==> config.mk <==
export PLATFORM = sky130hd
export DESIGN_NAME = mem_arbiter
export DESIGN_NICKNAME = d
export VERILOG_FILES = /design/src/rtl/mem_arbiter.sv
export SDC_FILE = /design/constraint.sdc
export NUM_CORES = 1
export LEC_CHECK = 0
export CORE_UTILIZATION = 30
export CTS_CLUSTER_DIAMETER = 80
export CTS_CLUSTER_SIZE = 24
export DETAILED_ROUTE_END_ITERATION = 7
export PLACE_DENSITY = 0.86
export SKIP_CTS_REPAIR_TIMING = 1
export SLEW_MARGIN = 10
export SYNTH_ARGS = -nofsm -noshare
export SYNTH_HDL_FRONTEND = slang
export SYNTH_SLANG_ARGS = --single-unit
==> constraint.sdc <==
create_clock -name i_clk -period 5 [get_ports i_clk]
set_clock_uncertainty 0.05 [all_clocks]
set_input_delay 0.75 -clock i_clk [delete_from_list [all_inputs] [get_ports i_clk]]
set_output_delay 0.75 -clock i_clk [all_outputs]
set_load 0.01 [all_outputs]
==> src/rtl/mem_arbiter.sv <==
// rtl/mem_arbiter.sv - byte-beat round-robin arbiter sharing one memory port between fetch (F) and data (D).
// Define MEM_ARBITER_PERF_EN to add per-requester stall counters.
module mem_arbiter #(
  parameter int ADDR_WIDTH = 12,
  parameter int DATA_WIDTH = 8,
  parameter int MAX_BURST  = 4
) (
  input  logic                  i_clk,
  input  logic                  i_rst_n,
  input  logic                  i_f_req,
  input  logic [ADDR_WIDTH-1:0] i_f_addr,
  output logic                  o_f_gnt,
  output logic                  o_f_rvalid,
  input  logic                  i_d_req,
  input  logic [ADDR_WIDTH-1:0] i_d_addr,
  input  logic                  i_d_we,
  input  logic [DATA_WIDTH-1:0] i_d_wdata,
  output logic                  o_d_gnt,
  output logic                  o_d_rvalid,
  output logic [DATA_WIDTH-1:0] o_rdata,
  output logic [ADDR_WIDTH-1:0] o_mem_addr,
  output logic                  o_mem_write,
  output logic [DATA_WIDTH-1:0] o_mem_wdata,
  input  logic [DATA_WIDTH-1:0] i_mem_data
`ifdef MEM_ARBITER_PERF_EN
  ,
  output logic [15:0]           o_f_stall_cnt,
  output logic [15:0]           o_d_stall_cnt
`endif
);

  typedef enum logic [1:0] {OWN_NONE, OWN_F, OWN_D} owner_t;

  localparam logic [3:0] MAX_B = 4'(MAX_BURST);

  owner_t     owner, winner;
  logic       last_d;
  logic [3:0] beat_cnt;
  logic       rv_f, rv_d;
  logic       f_req, d_req, under_limit;

  always_comb begin
    winner      = OWN_NONE;
    f_req       = i_f_req & i_rst_n;
    d_req       = i_d_req & i_rst_n;
    under_limit = (beat_cnt < MAX_B);
    // The current owner keeps the port until it stops asking or exhausts its burst while the other waits.
    if (owner == OWN_F && f_req && (!d_req || under_limit))
      winner = OWN_F;
    else if (owner == OWN_D && d_req && (!f_req || under_limit))
      winner = OWN_D;
    else if (f_req && !d_req)
      winner = OWN_F;
    else if (d_req && !f_req)
      winner = OWN_D;
    else if (f_req && d_req)
      winner = last_d ? OWN_F : OWN_D;
  end

  always_comb begin
    o_f_gnt     = (winner == OWN_F);
    o_d_gnt     = (winner == OWN_D);
    o_mem_addr  = '0;
    o_mem_write = 1'b0;
    o_mem_wdata = '0;
    if (winner == OWN_D) begin
      o_mem_addr  = i_d_addr;
      o_mem_write = i_d_we;
      o_mem_wdata = i_d_wdata;
    end else if (winner == OWN_F) begin
      o_mem_addr  = i_f_addr;
    end
    o_f_rvalid = rv_f;
    o_d_rvalid = rv_d;
    o_rdata    = i_rst_n ? i_mem_data : '0;
  end

  always_ff @(posedge i_clk or negedge i_rst_n) begin
    if (!i_rst_n) begin
      owner    <= OWN_NONE;
      last_d   <= 1'b1;
      beat_cnt <= 4'd0;
      rv_f     <= 1'b0;
      rv_d     <= 1'b0;
    end else begin
      owner <= winner;
      if (winner == OWN_NONE)
        beat_cnt <= 4'd0;
      else if (winner == owner)
        beat_cnt <= (beat_cnt == 4'hF) ? beat_cnt : beat_cnt + 4'd1;
      else
        beat_cnt <= 4'd1;
      if (winner != OWN_NONE)
        last_d <= (winner == OWN_D);
      rv_f <= (winner == OWN_F);
      rv_d <= (winner == OWN_D) & ~i_d_we;
    end
  end

`ifdef MEM_ARBITER_PERF_EN
  always_ff @(posedge i_clk or negedge i_rst_n) begin
    if (!i_rst_n) begin
      o_f_stall_cnt <= 16'd0;
      o_d_stall_cnt <= 16'd0;
    end else begin
      if (i_f_req && !o_f_gnt && o_f_stall_cnt != 16'hFFFF)
        o_f_stall_cnt <= o_f_stall_cnt + 16'd1;
      if (i_d_req && !o_d_gnt && o_d_stall_cnt != 16'hFFFF)
        o_d_stall_cnt <= o_d_stall_cnt + 16'd1;
    end
  end
`endif

endmodule

==> metrics.txt <==
status finished clean; fin area about 1500 um^2; Layout area overhead 115%; Worst-Skew Late Latency about 0.26 ns; CP required around 4.2 ns; Post-synth top cells 17 x and2_1, 12 x a22o_1, 8 x dfrtp_1; max-slew violation count 0; DRC 0; n_diodes 0; Final min period about 4 ns; Post-Syn Area ~710 um^2; post-synth top area share between 20 and 30%; crit start category input port; Core Area 2210 um^2; area of the multi-input gates 447 um^2; layout cells sized above 1 7.01%; Initial DRC Count 6; Num CTS Buffers 3; Final period util 82.0%; Crit Reg-Reg Startpoint beat_cnt[2]; hpwl dp 2140 um; nets between 200 and 250; worst slack at placement between 0.8 and 0.9 ns; buffers added on ports between 70 and 80; TritonRoute pass-1 iters 4; hold endpoint last_d; Post-synth EDFFs 0; Final setup viols 0; CTS tree yes; Synth cell types 31; worst slew pin tran 0.690 ns; die height 50.6 um; Syn Nets 125; vias in the first global route between 900 and 1k; Cells after DPL between 150 and 200; width of the die between 50 and 60 um; Critical Path AT 3.30 ns; worst hold stages 2; Hold Path Class reg2reg; Max Buffers Root-to-Sink 2; sequential fraction of the synthesis area a little under a third; Rows 17; crit path kind in2out; die area ~2600 um^2; peak supply drop roughly 0.00013 V; largest cells by area after synthesis dfrtp_1 28%, and2_1 15%, a22o_1 15%; CTS root buffer clkbuf_4; RSZ-0062 raised after global routing no; Worst slew margin a little over half; register area ~230 um^2; largest net degree at the start of global routing 24; R2R setup slack approximately 3.2 ns; area leader, netlist dfrtp_1; final wirelength 2510 um; Non-Filler Instances between 150 and 200; Cells after Synth 79; final setup TNS 0 ns; initial antenna violation count 0; flops & latches, synth 9; starting density of the core 32.0%; CP endpoint kind primary output; Placer Congestion around 0.74; PnR worst setup slack about 0.90 ns; via/cell ratio 4.95; remaining global-route overflow 0; mean routed wirelength per cell ~14 um; global-route wire length before repair ~4000 um; GRT Overall Usage between 20% and 30%; fillers 180; Post-synth ARST share 100%; maximum fanout along the worst path 23; max_cap viols 0; Ys Warns 0; WHS around 0.49 ns; number of routed nets with antenna violations 0; Vias between 900 and 1k; Overall Power around 0.27 mW; hold wc startpoint last_d; htree depth 1; Placed Area between 1000 and 1500 um^2; Final Hold Viols 0; Main synth FF type dfrtp_1; fmax between 200 and 250 MHz; Final Core Density between 60% and 70%; power density cells between 150 and 200 nW/um^2; syn avg cell area roughly 9 um^2; Clock Sinks 9; num ports just under 80; RR Endpoint beat_cnt[0]; clock-pin slew on the worst setup and hold paths around 0.06 ns; most common cell in the netlist and2_1; R2R cell count 4; Leak around 0.62 nW
layout by cell type (no fill, tap or decap), drive strengths merged, types with 2 or more instances in the layout:
| cell type | Yosys | routed |
|---|---|---|
| clkdlybuf4s50 | 0 | 77 |
| and2 | 17 | 17 |
| a22o | 12 | 12 |
| dfrtp | 8 | 8 |
| nor2 | 7 | 7 |
| nand2 | 6 | 6 |
| clkbuf | 1 | 3 |
| inv | 2 | 2 |
| nor3 | 2 | 2 |
| nand3 | 2 | 2 |
| a31oi | 2 | 2 |
| a21oi | 2 | 2 |
| a21o | 2 | 2 |
critical path, cell delays in order:
cell and delay, ns:
clkdlybuf4s50_1 0.60, buf_4 0.28, o211ai_1 0.16, a32oi_2 0.14, nor2_2 0.56, a22o_1 0.24
clkdlybuf4s50_1 0.57
area by class of cell:
| class | instances | area share (%) |
|---|---|---|
| timing repair buffer | 78 | 51.2 |
| multi-input combinational | 64 | 29.4 |
| sequential | 9 | 14.9 |
| tap | 28 | 2.30 |
| clock buffer | 3 | 1.48 |
| inverter | 2 | 0.493 |
| clock inverter | 1 | 0.329 |
where the power goes:
group          internal (mW)  leakage, nW  total (mW)  switching, mW
sequential            0.0799        0.117      0.0839        0.00401
combinational         0.0838        0.485       0.132         0.0487
clock                 0.0294       0.0177      0.0540         0.0246
flip-flops by register name, indices dropped and copies added (netlist names):
register / cells
o_d_rvalid: 1
last_d: 1
beat_cnt: 4
o_f_rvalid: 1
owner: 2
layer usage:
| layer | up-vias | wire length [um] | global-route usage, % |
|---|---|---|---|
| li1 | 445 | - | - |
| met1 | 407 | 856 | 18.3 |
| met2 | 58 | 1330 | 43.1 |
| met3 | 6 | 270 | 7.88 |
| met4 | 0 | 54 | 9.26 |
| met5 | - | 0 | 0 |
how the worst max path moves through the flow:
stage | startpoint | endpoint | slack [ns] | cells past startpoint
after floorplan | i_rst_n | o_mem_addr[0] | 2.51 | 5
after global placement | i_rst_n | o_mem_addr[9] | 0.95 | 7
after detailed placement | i_rst_n | o_mem_addr[2] | 0.87 | 7
after CTS | i_rst_n | o_mem_addr[2] | 0.86 | 7
after global routing | i_rst_n | o_mem_addr[2] | 0.63 | 7
final | i_rst_n | o_mem_addr[2] | 0.90 | 7
kinds of logic after synthesis:
| group | count (synthesis) | share of synthesized area, % |
|---|---|---|
| adder cells (fa/ha/maj) | 1 | 1.77 |
| XOR/XNOR | 1 | 1.24 |
| buffers and inverters | 6 | 4.95 |
| AND/OR/NAND/NOR | 37 | 28.3 |
| multiplexers | 1 | 1.41 |
| flip-flops | 9 | 32.0 |
| AO/OA/AOI/OAI | 24 | 30.4 |
Note: power is estimated with default switching activity, not from simulation.
